**config.mk**
```make
export PLATFORM = sky130hd
export DESIGN_NAME = bht_update_ctrl
export DESIGN_NICKNAME = d
export VERILOG_FILES = /design/src/rtl/bht_pkg.sv /design/src/rtl/bht_upd_fifo.sv /design/src/rtl/bht_update_ctrl.sv
export SDC_FILE = /design/constraint.sdc
export NUM_CORES = 1
export LEC_CHECK = 0
export ABC_CLOCK_PERIOD_IN_PS = 2400
export CAP_MARGIN = 30
export CORE_MARGIN = 3
export CORE_UTILIZATION = 55
export DETAILED_ROUTE_END_ITERATION = 8
export DONT_BUFFER_PORTS = 1
export PLACE_DENSITY = 0.77
export SLEW_MARGIN = 20
export SYNTH_ARGS = -nofsm -noshare
export SYNTH_HDL_FRONTEND = slang
export SYNTH_HIERARCHICAL = 1
export SYNTH_SLANG_ARGS = --single-unit
export TNS_END_PERCENT = 10
```
**constraint.sdc**
```tcl
create_clock -name clk -period 2.4 [get_ports clk]
set_clock_uncertainty 0.15 [all_clocks]
set_input_delay 0.6 -clock clk [delete_from_list [all_inputs] [get_ports clk]]
set_output_delay 0.6 -clock clk [all_outputs]
set_load 0.005 [all_outputs]
```
**src/rtl/bht_pkg.sv**
```systemverilog
// Shared types and helpers for the BHT update sequencer: counter encoding,
// FSM state encoding and the 2-bit saturating counter step.
package bht_pkg;

  localparam int CNT_W = 2;

  localparam logic [CNT_W-1:0] CNT_SNT = 2'b00;
  localparam logic [CNT_W-1:0] CNT_WNT = 2'b01;
  localparam logic [CNT_W-1:0] CNT_WT  = 2'b10;
  localparam logic [CNT_W-1:0] CNT_ST  = 2'b11;

  localparam logic [1:0] ST_IDLE = 2'd0;
  localparam logic [1:0] ST_RD   = 2'd1;
  localparam logic [1:0] ST_WR   = 2'd2;

  function automatic logic [CNT_W-1:0] sat_next(input logic [CNT_W-1:0] cnt,
                                                input logic             taken);
    if (taken) return (cnt == CNT_ST)  ? CNT_ST  : cnt + 2'd1;
    else       return (cnt == CNT_SNT) ? CNT_SNT : cnt - 2'd1;
  endfunction

endpackage

```
**src/rtl/bht_upd_fifo.sv**
```systemverilog
// Small power-of-two FIFO holding pending BHT updates as {idx, taken}.
// Caller qualifies push with !full and pop with !empty.
module bht_upd_fifo #(
  parameter int IDX_W = 10,
  parameter int DEPTH = 4
) (
  input  logic                       clk,
  input  logic                       reset,
  input  logic                       push,
  input  logic [IDX_W-1:0]           push_idx,
  input  logic                       push_taken,
  input  logic                       pop,
  output logic [IDX_W-1:0]           head_idx,
  output logic                       head_taken,
  output logic                       full,
  output logic                       empty,
  output logic [$clog2(DEPTH):0]     count
);

  localparam int PTR_W = $clog2(DEPTH);

  logic [IDX_W:0]   mem [DEPTH];
  logic [PTR_W-1:0] wr_ptr, rd_ptr;

  // NOTE: entry storage has no reset; only pointers and count define validity.
  always_ff @(posedge clk) begin
    if (push) mem[wr_ptr] <= {push_idx, push_taken};
  end

  always_ff @(posedge clk or posedge reset) begin
    if (reset) begin
      wr_ptr <= '0;
      rd_ptr <= '0;
      count  <= '0;
    end else begin
      if (push) wr_ptr <= wr_ptr + 1'b1;
      if (pop)  rd_ptr <= rd_ptr + 1'b1;
      case ({push, pop})
        2'b10:   count <= count + 1'b1;
        2'b01:   count <= count - 1'b1;
        default: count <= count;
      endcase
    end
  end

  assign {head_idx, head_taken} = mem[rd_ptr];
  assign full  = (count == (PTR_W+1)'(DEPTH));
  assign empty = (count == '0);

endmodule

```
**src/rtl/bht_update_ctrl.sv**
```systemverilog
// Shares a single-port BHT between predict lookups and queued read-modify-write
// counter updates. Define BHT_FWD_EN to forward write data to a matching predict in WR.
module bht_update_ctrl
  import bht_pkg::*;
#(
  parameter int IDX_W        = 10,
  parameter int UPD_DEPTH    = 4,
  parameter int STARVE_LIMIT = 3
) (
  input  logic              clk,
  input  logic              reset,
  input  logic              pred_valid,
  input  logic [IDX_W-1:0]  pred_idx,
  output logic              pred_ready,
  output logic [CNT_W-1:0]  pred_cnt,
  output logic              pred_taken,
  input  logic              upd_valid,
  input  logic [IDX_W-1:0]  upd_idx,
  input  logic              upd_taken,
  output logic              upd_ready,
  output logic [IDX_W-1:0]  bht_idx,
  output logic [CNT_W-1:0]  bht_wdata,
  output logic              bht_we,
  input  logic [CNT_W-1:0]  bht_rdata,
  output logic              busy
);

  localparam int WAIT_W = (STARVE_LIMIT < 1) ? 1 : $clog2(STARVE_LIMIT + 1);
  localparam int CNT_FW = $clog2(UPD_DEPTH) + 1;

  logic [1:0]        state_q, state_d;
  logic [WAIT_W-1:0] starve_q;
  logic [IDX_W-1:0]  idx_q;
  logic              taken_q;
  logic [CNT_W-1:0]  cnt_q;

  logic              push, pop, fwd_hit;
  logic [IDX_W-1:0]  head_idx;
  logic              head_taken, fifo_full, fifo_empty;
  logic [CNT_FW-1:0] fifo_count;

  assign upd_ready = !fifo_full;
  assign push      = upd_valid && upd_ready;

  bht_upd_fifo #(.IDX_W(IDX_W), .DEPTH(UPD_DEPTH)) u_fifo (
    .clk        (clk),
    .reset      (reset),
    .push       (push),
    .push_idx   (upd_idx),
    .push_taken (upd_taken),
    .pop        (pop),
    .head_idx   (head_idx),
    .head_taken (head_taken),
    .full       (fifo_full),
    .empty      (fifo_empty),
    .count      (fifo_count)
  );

  // NOTE: every output of this block gets a default first so no latch is inferred.
  always_comb begin
    state_d    = state_q;
    pred_ready = 1'b0;
    bht_idx    = pred_idx;
    bht_we     = 1'b0;
    bht_wdata  = '0;
    pop        = 1'b0;
    fwd_hit    = 1'b0;
    case (state_q)
      ST_IDLE: begin
        pred_ready = 1'b1;
        if (!fifo_empty) state_d = ST_RD;
      end
      ST_RD: begin
        if (pred_valid && (starve_q < WAIT_W'(STARVE_LIMIT))) begin
          pred_ready = 1'b1;
        end else begin
          bht_idx = head_idx;
          pop     = 1'b1;
          state_d = ST_WR;
        end
      end
      ST_WR: begin
        bht_we    = 1'b1;
        bht_idx   = idx_q;
        bht_wdata = sat_next(cnt_q, taken_q);
`ifdef BHT_FWD_EN
        fwd_hit    = pred_valid && (pred_idx == idx_q);
        pred_ready = fwd_hit;
`endif
        state_d = fifo_empty ? ST_IDLE : ST_RD;
      end
      default: state_d = ST_IDLE;
    endcase
  end

  always_ff @(posedge clk or posedge reset) begin
    if (reset) begin
      state_q  <= ST_IDLE;
      starve_q <= '0;
      idx_q    <= '0;
      taken_q  <= 1'b0;
      cnt_q    <= '0;
    end else begin
      state_q <= state_d;
      if (pop) begin
        idx_q    <= head_idx;
        taken_q  <= head_taken;
        cnt_q    <= bht_rdata;
        starve_q <= '0;
      end else if (state_q == ST_RD && pred_ready) begin
        starve_q <= starve_q + 1'b1;
      end
    end
  end

  assign pred_cnt   = !pred_ready ? '0 : (fwd_hit ? bht_wdata : bht_rdata);
  assign pred_taken = pred_cnt[1];
  assign busy       = (fifo_count != '0) || (state_q != ST_IDLE);

endmodule

```
==> impl_summary.md, run 1 <==
Power and ir drop
Of the total power, combinational logic draws 0.387. The internal portion of the total power is roughly 3000 uW. Of the total power, registers draw 0.402. The switching share of power is 0.3419. Of the total power, the clock network draws 0.211. The switching power total is between 1500 and 2000 uW. The leakage power of the design is 0.001303 uW.

The worst-case IR drop observed on VDD is 0.0006665 V. Power spread over the standard cell area amounts to 1339 mW/mm^2.

Critical path
Data arrives at the worst endpoint at 1.89 ns. The critical path goes through buf_6 -> mux4_2 -> a32o_1 -> a22o_1. The logic depth of the worst register-to-register path is 10.

The largest single stage delay on the critical path is 0.55 ns. The kind of cell with the highest combined delay along the critical path is multiplexers. The number of cells on the critical path is 4. Among all stages on the critical path, the largest delay is contributed by sky130_fd_sc_hd__mux4_2. In this run the worst path has a maximum fanout of 8. The data required time at the worst endpoint is ~1.7 ns.

The startpoint identified for the worst register-to-register timing path is starve_q[0]. The number of buffers and inverters on the critical path is 1. The critical path in this run is classified as reg -> out.

The type of element capturing the critical path is a primary output. The type of element launching the critical path is a register. The origin of the worst setup path is u_fifo/rd_ptr[0].

Logic synthesis
The complex-gate fraction of the synthesized area is 0.07785. The adder-cell area share of the yosys netlist is 0.04803. Yosys printed 6 warnings.

Measured against the total synthesized area, the mux share comes to 0.1408. The post-synthesis sequential area ratio is 0.6360. The synthesized instance count is 186. The number of different library cells used by synthesis comes to 31. Averaged over all synthesized cells, the footprint is between 15 and 20 sq um. Of the total synthesized cell area, the portion taken by XOR and XNOR cells is 0.01739. The combinational family with the most area after synthesis is multiplexers. The number of nets handed over by synthesis was roughly 220. In this run, synthesis produced a sequential element count of between 60 and 70. The mapped netlist covers 0.003022 sq mm. Of the total synthesized cell area, the portion taken by AND, OR, NAND and NOR gates is 0.04596.

CTS
The TritonCTS clock tree is yes. The H-tree was split into 3 levels. For the worst-skew pair, the clock arrives at the later sink with an insertion delay of 0.34 ns. The number of clock buffers inserted by TritonCTS is 9. The maximum count of clock buffers along a single path is 2.

The clock net in this run drives a total of 68 sinks. The tree is rooted in a sky130_fd_sc_hd__clkbuf_8. The clock transition time at the flip-flop clock pins of the worst setup and hold paths is ~0.080 ns.

Timing
The count of final max-slew check failures is 0. For this run, the top clock speed supported by timing is 0.3789 GHz. Setup repair after global routing could not meet its margin everywhere. After layout, the worst setup slack is -0.2391 ns. The final period demand of the worst path is 2.639 ns.

At the pin with the least slew margin, the transition time is between 0.6 and 0.7 ns. For the final routed database, the setup TNS stands at -2.189 ns. Headroom to the max-slew limit came out at 0.5579.

The share of the clock period used by the worst path after layout is 1.100. Setup violations remaining at the end of the flow were counted as 11. The hold violation count in the final report was 0.

Floorplan
The die is approximately 80 um tall. The I/O pin count is 46. The die outline width is 80.12 um. After floorplanning, the core was divided into 26 placement rows. The die outline area is between 0.006 and 0.007 sq mm.

For this configuration, the core starts out at a cell density of 0.5805. The area of the placeable core is 0.005205 sq mm.

Placed design
The final weighted congestion in routability-driven placement is 0.8300. In this run the tool buffered the top-level ports with 0 buffer cells. The worst setup timing slack at the placement stage is between 0.06 and 0.07 ns. The wire-length estimate of the detail-placed layout is 4.042 mm.

Layout
Of the cells placed in the final design, the portion with a size suffix greater than 1 is 0.2933. Once layout is complete, the utilization of the core stands at 0.6529. Leaving out fill and tap cells, the most frequent cell in the layout is sky130_fd_sc_hd__edfxtp_1. The number of antenna diodes in the final layout is 0. The area growth from synthesis to layout is 12.46%. In the layout the commonest cells are sky130_fd_sc_hd__edfxtp_1, sky130_fd_sc_hd__dfrtp_1, sky130_fd_sc_hd__inv_1, sky130_fd_sc_hd__mux2_2. The number of nets in the finished design is approximately 240.

Route
The count of routing violations after the opening detailed-route iteration is 95. Dividing the detail-routed wire length by the instance count gives around 20 um. In this run the remaining antenna-violating nets after routing total 0. Before antenna repair, the detailed router went through 5 iterations. The post-detailed-route via-to-cell ratio is about 6. The via count of the routed design is ~1700.

The final layout contains routed wiring with a total length of roughly 5.7 mm. The residual DRC count is 0.

Run status
The checks that failed: negative setup slack. The flow ran to the end, but the final reports show violations.

GRT
The via count of the first global-routing pass came to 1745. The global router's overall resource usage is 0.1968. The initial antenna violation count is 0.

The total overflow left after global routing is 0. The first global-routing pass estimated slightly above 9 mm of wire. Entering global routing, the biggest net connects 18 pins.

Job
The max-cap violation count is 0.

Min path
The tightest min-delay check is of the in -> async type.
==> flip-flops by register name, summed over array words and instances, names as in the netlist <==
| signal | flops |
|---|---|
| taken_q | 1 |
| u_fifo/mem | 44 |
| state_q | 2 |
| u_fifo/rd_ptr | 2 |
| idx_q | 10 |
| starve_q | 2 |
| u_fifo/wr_ptr | 2 |
| u_fifo/count | 3 |
| cnt_q | 2 |
==> area by class of cell <==
class	instances	area, sq um
clock inverter	7	81.33
inverter	14	52.55
fill	350	1807
clock buffer	9	123.9
timing repair buffer	14	115.1
multi-input combinational	96	1015
sequential	68	1923
tap	70	87.58
==> cells by family after synthesis <==
kind of cell,after synthesis
buffers and inverters,22
XOR/XNOR,6
AO/OA/AOI/OAI,28
multiplexers,26
adder cells (fa/ha/maj),11
flip-flops,68
AND/OR/NAND/NOR,25
==> final timing paths <==
| check | end | slack, ns |
|---|---|---|
| hold reg to reg | starve_q[0] | 0.33 |
| min in group clk | u_fifo/mem[1][4] | 0.20 |
| setup / recovery | bht_idx[7] | -0.24 |
| max in group asynchronous | u_fifo/rd_ptr[0] | 1.41 |
| setup reg to reg | u_fifo/count[2] | 0.14 |
| hold / removal | cnt_q[1] | 0.09 |
==> power by group through the flow <==
stage	clock network, uW	registers (uW)	logic [uW]
final	958	1830	1760
after global routing	1040	1870	1940
after CTS	977	1830	1770
after detailed placement	0	1840	1680
after global placement	0	1810	1590
after floorplan	0	1780	1290
==> layer usage <==
metal	global-route usage	wire, um
met2	0.3046	2774
met3	0.07623	441
met4	0.05743	83
met1	0.2599	2396
met5	0	0
==> metrics by stage <==
stage	cells	area (sq um)	hold slack [ns]	power (uW)
after CTS	278	3397	0.1014	4575
after global routing	278	3398	0.1120	4842
after global placement	258	3134	0.2831	3393
after floorplan	186	3022	0.2534	3070
final	278	3398	0.08855	4550
after detailed placement	258	3134	0.2853	3515
==> repair_timing <==
item,4_1_cts,5_1_grt
cloned,0,0
setup buffers,3,0
resized for setup,11,1
hold buffers,1,0
setup endpoints to repair,16,17
pin swaps,11,0
endpoints found under the hold margin,7,0
==> Yosys cell counts <==
| library cell | n | area share |
|---|---|---|
| sky130_fd_sc_hd__o21ai_0 | 3 | 0.0050 |
| sky130_fd_sc_hd__mux4_1 | 3 | 0.026 |
| sky130_fd_sc_hd__xnor2_1 | 2 | 0.0058 |
| sky130_fd_sc_hd__mux4_2 | 8 | 0.060 |
| sky130_fd_sc_hd__dfrtp_1 | 24 | 0.20 |
| sky130_fd_sc_hd__nand2_1 | 5 | 0.0062 |
| sky130_fd_sc_hd__nor2b_1 | 1 | 0.0021 |
| sky130_fd_sc_hd__nand2_2 | 2 | 0.0041 |
| sky130_fd_sc_hd__a32o_1 | 10 | 0.033 |
| sky130_fd_sc_hd__buf_4 | 2 | 0.0050 |
| sky130_fd_sc_hd__and3_1 | 1 | 0.0021 |
| sky130_fd_sc_hd__clkbuf_1 | 1 | 0.0012 |
| sky130_fd_sc_hd__ha_1 | 10 | 0.041 |
| sky130_fd_sc_hd__and2_1 | 7 | 0.014 |
| sky130_fd_sc_hd__nor2_1 | 3 | 0.0037 |
| sky130_fd_sc_hd__inv_1 | 14 | 0.017 |
| sky130_fd_sc_hd__or4b_2 | 1 | 0.0033 |
| sky130_fd_sc_hd__nand2b_1 | 2 | 0.0041 |
| sky130_fd_sc_hd__nor3_1 | 2 | 0.0033 |
| sky130_fd_sc_hd__buf_6 | 1 | 0.0037 |
| sky130_fd_sc_hd__nand3b_1 | 1 | 0.0025 |
| sky130_fd_sc_hd__buf_2 | 4 | 0.0066 |
| sky130_fd_sc_hd__edfxtp_1 | 44 | 0.44 |
| sky130_fd_sc_hd__mux2_2 | 13 | 0.048 |
| sky130_fd_sc_hd__xor2_1 | 4 | 0.012 |
| sky130_fd_sc_hd__a21oi_1 | 2 | 0.0033 |
| sky130_fd_sc_hd__fa_1 | 1 | 0.0066 |
| sky130_fd_sc_hd__a22o_1 | 11 | 0.032 |
| sky130_fd_sc_hd__a21boi_0 | 1 | 0.0025 |
| sky130_fd_sc_hd__o22ai_1 | 1 | 0.0021 |
| sky130_fd_sc_hd__mux2i_1 | 2 | 0.0066 |
Note: power is estimated with default switching activity, not from simulation.
==> inputs of run 2 (changes only) <==
- ABC_CLOCK_PERIOD_IN_PS: 2400 -> 3300
- PLACE_DENSITY: 0.77 -> 0.74
- clock period: 2.4 -> 3.3 ns (I/O delays scaled with it)
==> run 2 against run 1 <==
Against the previous run:
- the run now ends clean
- cell area is 4.3% lower
- via count is 2.9% lower
- sequential cell count stayed put
- critical path depth stayed put
- register-to-register slack better by 0.70 ns
- non-clock buffer count is 11 lower
- total power is 33% lower
- global-route usage is 0.47 points lower
- sequential share of layout area is 2.5 points higher
- die area stayed put
- critical path type unchanged
- critical endpoint is now bht_idx[4]
- largest power group unchanged
==> impl_summary.md, run 2 (same netlist as run 1, synthesis figures left out) <==
GRT
The first global-routing pass estimated just under 9 mm of wire. The maximum number of pins on one net before global-route repair is 18. The global router's overall resource usage is 0.1920. The initial antenna violation count is 0. The via count of the first global-routing pass was around 1700. The total overflow left after global routing is 0.

CTS
The clock passes through at most 2 buffers. The total number of H-tree levels is 3. Buffers inserted to repair hold after CTS numbered 0. The later pin in the worst-skew pair is clocked with a latency of 0.33 ns. The TritonCTS clock tree is yes. Counting the buffers created by CTS gives 9. The buffer type at the clock tree root is sky130_fd_sc_hd__clkbuf_8. Post-CTS timing repair inserted 0 buffers for setup.

The clock transition time at the flip-flop clock pins of the worst setup and hold paths is about 0.070 ns. Gates resized during post-CTS repair numbered 0. The clock drives 68 sinks.

Placed design
Detailed placement ended at an HPWL of between 4 and 5 mm. The placed cell area is 0.003082 sq mm. Input and output buffers added on the ports amount to 0. The congestion estimate from routability-driven global placement came to ~0.80.

Route
The pre-antenna-repair detailed-routing pass consisted of 4 iterations. The detail route stage leaves a number of antenna-violating nets equal to 0. In this run the top signal layer used is met4. The wire length on met3 is around 390 um. After the first detailed-routing iteration, the DRC count stood at between 150 and 200. For this run, design rule violations remaining after detail routing come to 0. The routed length per instance is 21.07 um. The post-detailed-route via-to-cell ratio is between 6 and 7. For this block, wires on met1 add up to roughly 2.4 mm.

The via count of the routed design is ~1600. The met2 wire length is 2.810 mm. For this block, the routed nets add up to between 5 and 6 mm of wire.

Power and ir drop
Overall power consumption after layout is estimated at ~3100 uW. The leakage power of the design is approximately 0.0012 uW. Summed over all nets, the switching power comes to 1030 uW.

The power per cell area is around 940 mW/mm^2. The relative contribution of combinational cells to total power is 0.363. Of the total power, the share spent switching nets is 0.3371. The share of total power dissipated in the clock network is 0.193. The share of total power in sequential cells is 0.444. The peak supply drop is around 0.00044 V. The internal portion of the total power is 2026 uW.

Timing
The final period demand of the worst path is 3.048 ns. At the pin with the least slew margin, the transition time is between 0.6 and 0.7 ns. Adding up every negative setup slack in the final design gives 0 ns.

Setup violations remaining at the end of the flow were counted as 0. The count of final max-slew check failures was 0. Derived from the worst setup path, the maximum achievable clock frequency is 0.3281 GHz. Headroom to the max-slew limit came out at 0.5565.

Of the available clock period, the critical path in the final layout requires 0.9236. The hold violation count in the final report came to 0. Setup repair after global routing left no endpoint under its margin.

Critical path
The signal on the critical path passes through buf_4 -> mux4_2 -> a32o_1 -> a22o_1. The maximum single-stage delay on the critical path is approximately 0.54 ns. The slowest stage of the critical path belongs to the cell sky130_fd_sc_hd__mux4_2. The type of element capturing the critical path is a primary output. The maximum fanout count along the critical path is 9. The worst setup path is launched from a register. STA puts the critical path data required time at approximately 2.3 ns. The critical path in this run is classified as reg -> out. For the worst setup path, the data arrival time is about 2.1 ns.

Layout
The repair_antennas step left the layout with diodes totalling 0. The area growth from synthesis to layout is 7.660%. The largest registers in the layout are u_fifo/mem (44), idx_q (10), u_fifo/count (3). The top cell types in the final layout, fill and taps aside, are sky130_fd_sc_hd__edfxtp_1, sky130_fd_sc_hd__dfrtp_1, sky130_fd_sc_hd__inv_1, sky130_fd_sc_hd__mux2_2. The number of nets in the finished design is 230. Leaving out fill and tap cells, the most frequent cell in the layout is sky130_fd_sc_hd__edfxtp_1. The register with the most flip-flops in the layout has 44 of them. Once layout is complete, the utilization of the core stands at 0.6250.

The post-route cell area is 0.003253 sq mm. The proportion of layout cells with a drive suffix above 1 is 0.1980. The register ranked first by flip-flop count is u_fifo/mem.

Run status
The flow ran to the end, and the final reports show no timing, DRC or antenna violations.

Floorplan
The die outline area is about 0.0064 sq mm. The area of the placeable core is 0.005205 sq mm. Measured along the y axis, the die boundary spans 80.12 um.

The site row count is 26. In this run the horizontal extent of the chip is approximately 80 um. 46 I/O pins were placed.

The starting density of the core is 0.5805.

Job
The tool flagged a number of max-cap violations equal to 0.

Min path
The path class of the tightest hold or removal check is in -> async.
==> run 2: changes by cell type in the layout (fill, tap and decap cells not counted), moves of 2 or more <==
cell,previous run,this run
sky130_fd_sc_hd__ha_2,2,0
sky130_fd_sc_hd__inv_6,3,0
sky130_fd_sc_hd__clkbuf_8,9,11
sky130_fd_sc_hd__ha_1,7,10
sky130_fd_sc_hd__buf_6,2,0
sky130_fd_sc_hd__buf_4,11,3
sky130_fd_sc_hd__clkinv_4,2,0
sky130_fd_sc_hd__clkinv_1,0,2
sky130_fd_sc_hd__clkbuf_1,0,2
sky130_fd_sc_hd__mux4_2,10,8
sky130_fd_sc_hd__mux4_1,1,3
==> run 2: per-layer routing <==
metal,track usage,up-vias
li1,-,722
met1,0.2377,823
met2,0.3071,65
met3,0.07063,9
met4,0.07601,0
met5,0,-
==> run 2: metrics by stage <==
stage	hold slack, ns	std cells	setup slack, ns
after floorplan	0.3073	186	0.8039
after CTS	0.1625	267	0.2165
after global routing	0.1819	267	0.1379
after detailed placement	0.3344	251	0.5843
final	0.1673	267	0.2522
after global placement	0.3176	251	0.6303
==> run 2: power groups by stage <==
stage	registers (uW)	clock network (uW)	logic, uW
6_report	1360	591	1110
5_1_grt	1390	649	1220
4_1_cts	1360	607	1120
3_3_place_gp	1350	0	1050
2_1_floorplan	1290	0	940
3_5_place_dp	1370	0	1120
==> run 2: worst max-delay path: cells and delay by family, from the launching register on <==
kind                   cells  cell delay (ns)
AO/OA/AOI/OAI              2             0.47
buffers and inverters      1             0.25
multiplexers               1             0.54
flip-flops                 1             0.48
==> run 2: area by class of cell <==
cell class / instances / area (sq um)
clock buffers: 13 / 158.9
clock inverters: 3 / 12.51
fillers: 369 / 1952
inverters: 14 / 52.55
multi-input cells: 96 / 997.2
flip-flops and latches: 68 / 1922
well taps: 70 / 87.58
repair buffers: 3 / 22.52
==> run 2: final timing paths <==
check                                      start               to  slack (ns)  cells after the start
worst min-delay path                       reset  u_fifo/count[2]        0.17                      1
max in group asynchronous                  reset         idx_q[6]        2.25                      1
worst min register to register       starve_q[0]      starve_q[0]        0.34                      1
worst max register to register       starve_q[0]  u_fifo/count[2]        0.84                     10
worst max-delay path            u_fifo/rd_ptr[0]       bht_idx[4]        0.25                      4
min in group clk                     starve_q[0]      starve_q[0]        0.34                      1
==> inputs of run 3 (changes only) <==
- CORE_ASPECT_RATIO: not set -> 1.75
==> run 3 against run 2 <==
Against the previous run:
- combinational power barely moved
- wire length is 6.2% lower
- clock power is 36% higher
- sequential share of layout area shrank 1.3 points
- critical path depth did not move
- via count shrank 1.7%
- total power grew 7.1%
- setup slack gained 0.037 ns
- die area grew 0.55%
- fmax up 1.2%
- first-iteration DRC count decreased by 54%
- critical path type unchanged
- largest power group unchanged
- highest routed layer unchanged
==> impl_summary.md, run 3 (same netlist as run 1, synthesis figures left out) <==
Floorplan
The floorplan step set the die width to around 62 um. The starting density of the core is 0.5702. The I/O pin count is between 40 and 50.

In this run the vertical extent of the chip is 104.1 um. The total area inside the core boundary comes to about 0.0053 sq mm. Row generation in the floorplan step produced 35 rows. The die covers 0.006455 sq mm.

Timing
Static timing analysis puts the maximum clock frequency at approximately 0.33 GHz. The final period demand of the worst path is 3.011 ns. Hold is met by 0.1536 ns. Headroom to the max-slew limit came out at 0.5519. The count of final max-slew check failures is 0. Of the available clock period, the critical path in the final layout requires 0.9125. Setup repair after global routing left no endpoint under its margin. The hold violation count in the final report was 0. The aggregate negative setup slack is 0 ns. For the pin with the worst max-slew slack, the measured transition is roughly 0.67 ns. Setup violations remaining at the end of the flow were counted as 0.

CTS
The buffer type at the clock tree root is sky130_fd_sc_hd__clkbuf_8. In this run the number of H-tree levels came out at 3. The total number of clock tree sinks is 68. The longest clock path from root to sink contains 2 buffers. The clock reaches the later pin of the worst-skew pair after about 0.33 ns. The TritonCTS clock tree is yes. The post-CTS setup buffer count is 0. The clock transition time at the flip-flop clock pins of the worst setup and hold paths is roughly 0.070 ns. The number of clock buffers inserted by TritonCTS is 9.

The number of gates resized after CTS is 0. For this design, the CTS-stage hold fixing added 0 buffers.

Layout
The register with the most flip-flops in the layout has 44 of them. The largest registers in the layout are u_fifo/mem (44), idx_q (10), u_fifo/count (3). The number of antenna diodes in the final layout is 0. The number of nets in the finished design is between 200 and 250. The utilization after layout is 0.6276. Once layout is complete, the cells apart from fillers number around 270. The proportion of layout cells with a drive suffix above 1 is 0.2132. In the layout the commonest cells are sky130_fd_sc_hd__edfxtp_1, sky130_fd_sc_hd__dfrtp_1, sky130_fd_sc_hd__inv_1, sky130_fd_sc_hd__mux2_2, sky130_fd_sc_hd__a22o_1. The leading cell type in the layout, fill and taps excluded is sky130_fd_sc_hd__edfxtp_1.

After routing the design area is ~0.0033 sq mm. Ranked by flip-flop count, first place goes to u_fifo/mem. The area growth from synthesis to layout is 10.06%.

GRT
The first global-routing pass estimated 8.556 mm of wire. The total global routing overflow is 0. The maximum number of pins on one net before global-route repair is 18. The initial antenna violation count is 0. The via count of the first global-routing pass came to 1771.

The global router's overall resource usage is 0.1860.

Critical path
The signal on the critical path passes through buf_4 -> mux4_2 -> a32o_1 -> a22o_1. The worst register-to-register path has a depth of 10. The maximum single-stage delay on the critical path is ~0.56 ns. The data required time at the worst endpoint is around 2.3 ns. The reg-to-reg critical path startpoint is starve_q[0]. The setup path with the least slack is of type reg -> out. The worst setup path is captured at a primary output. The count of buffer and inverter cells on the critical path is 1. The maximum fanout count along the critical path is 11. The slowest stage of the critical path is the sky130_fd_sc_hd__mux4_2 cell. The endpoint identified for the worst register-to-register timing path is u_fifo/count[2]. The largest delay contributor family on the critical path is multiplexers. The reg2reg setup slack is roughly 0.84 ns. The type of element launching the critical path is a register. At the worst endpoint, the arrival time is 2.04 ns.

Power and ir drop
The power per cell area is 983.9 mW/mm^2. VDD sags by at most between 0.0005 and 0.0006 V. The analysis attributes to cell leakage a power of 0.001274 uW.

Placed design
At the end of routability-driven placement, the weighted congestion stood at slightly below 0.8. The number of buffers inserted by port buffering is 0. The sum of net half-perimeters after detailed placement is 3.817 mm. The total placed cells including tap cells is approximately 260.

Once placement finished, the instance area stood at 0.003087 sq mm.

Route
The routed design has 5.274 mm of wire. Using the TritonRoute via totals, the vias-per-cell ratio works out to between 5 and 6. The routed length per instance is approximately 19 um. The residual DRC count is 0. The number of iterations in the first detailed-routing pass is 4. The count of routing violations after the opening detailed-route iteration is 70. In this run the remaining antenna-violating nets after routing total 0. Summing over every cut layer, the via total after detailed routing is between 1500 and 2000.

Job
The max-cap violation count is 0.

Run status
The run finished with clean final reports.

Min path
The path class of the lowest-slack min-delay path is in -> async.
==> run 3: how the worst max path moves through the flow <==
stage                          start         endpoint  slack (ns)  depth (start not counted)
floorplan           u_fifo/rd_ptr[0]       bht_idx[1]        0.80                          4
global route        u_fifo/rd_ptr[0]       bht_idx[7]        0.19                          4
finish              u_fifo/rd_ptr[0]       bht_idx[7]        0.29                          4
CTS                 u_fifo/rd_ptr[0]       bht_idx[7]        0.25                          4
detailed placement        pred_valid  u_fifo/count[2]        0.62                          9
global placement    u_fifo/rd_ptr[0]       bht_idx[4]        0.66                          4
==> run 3: power breakdown <==
group / total, uW / leakage, uW / internal (uW) / switching [uW]
Clock: 805 / 0.000117 / 499 / 306
Combinational: 1120 / 0.000468 / 535 / 584
Sequential: 1350 / 0.000689 / 1180 / 164
==> run 3: worst reg2reg max path, cell delays in order, from the launching register on <==
cell and delay (ns):
sky130_fd_sc_hd__dfrtp_1 0.37, sky130_fd_sc_hd__ha_1 0.17, sky130_fd_sc_hd__nand2b_1 0.37, sky130_fd_sc_hd__nand2_2 0.11, sky130_fd_sc_hd__inv_1 0.13, sky130_fd_sc_hd__ha_1 0.21
sky130_fd_sc_hd__inv_1 0.06, sky130_fd_sc_hd__fa_1 0.39, sky130_fd_sc_hd__xor2_1 0.16, sky130_fd_sc_hd__nor2_1 0.11, sky130_fd_sc_hd__xor2_1 0.16
==> run 3: per-layer routing <==
| metal | vias to the layer above | track usage | part of all wire |
|---|---|---|---|
| li1 | 727 | - | - |
| met1 | 798 | 0.1901 | 0.36 |
| met4 | 0 | 0.1002 | 0.025 |
| met5 | - | 0 | 0 |
| met3 | 14 | 0.05714 | 0.050 |
| met2 | 52 | 0.3160 | 0.56 |
==> run 3: area by class of cell <==
type                    instances  area (sq um)
fillers                       395          1973
flip-flops and latches         68          1922
multi-input cells              96         997.2
clock buffers                   9         123.9
clock inverters                 7         115.1
well taps                      74         92.59
inverters                      14         52.55
repair buffers                  3         22.52
==> run 3: stage by stage <==
stage | setup slack, ns | power, uW
2_1_floorplan | 0.8039 | 2233
3_3_place_gp | 0.6639 | 2399
3_5_place_dp | 0.6152 | 2492
4_1_cts | 0.2501 | 3305
5_1_grt | 0.1867 | 3481
6_report | 0.2889 | 3272
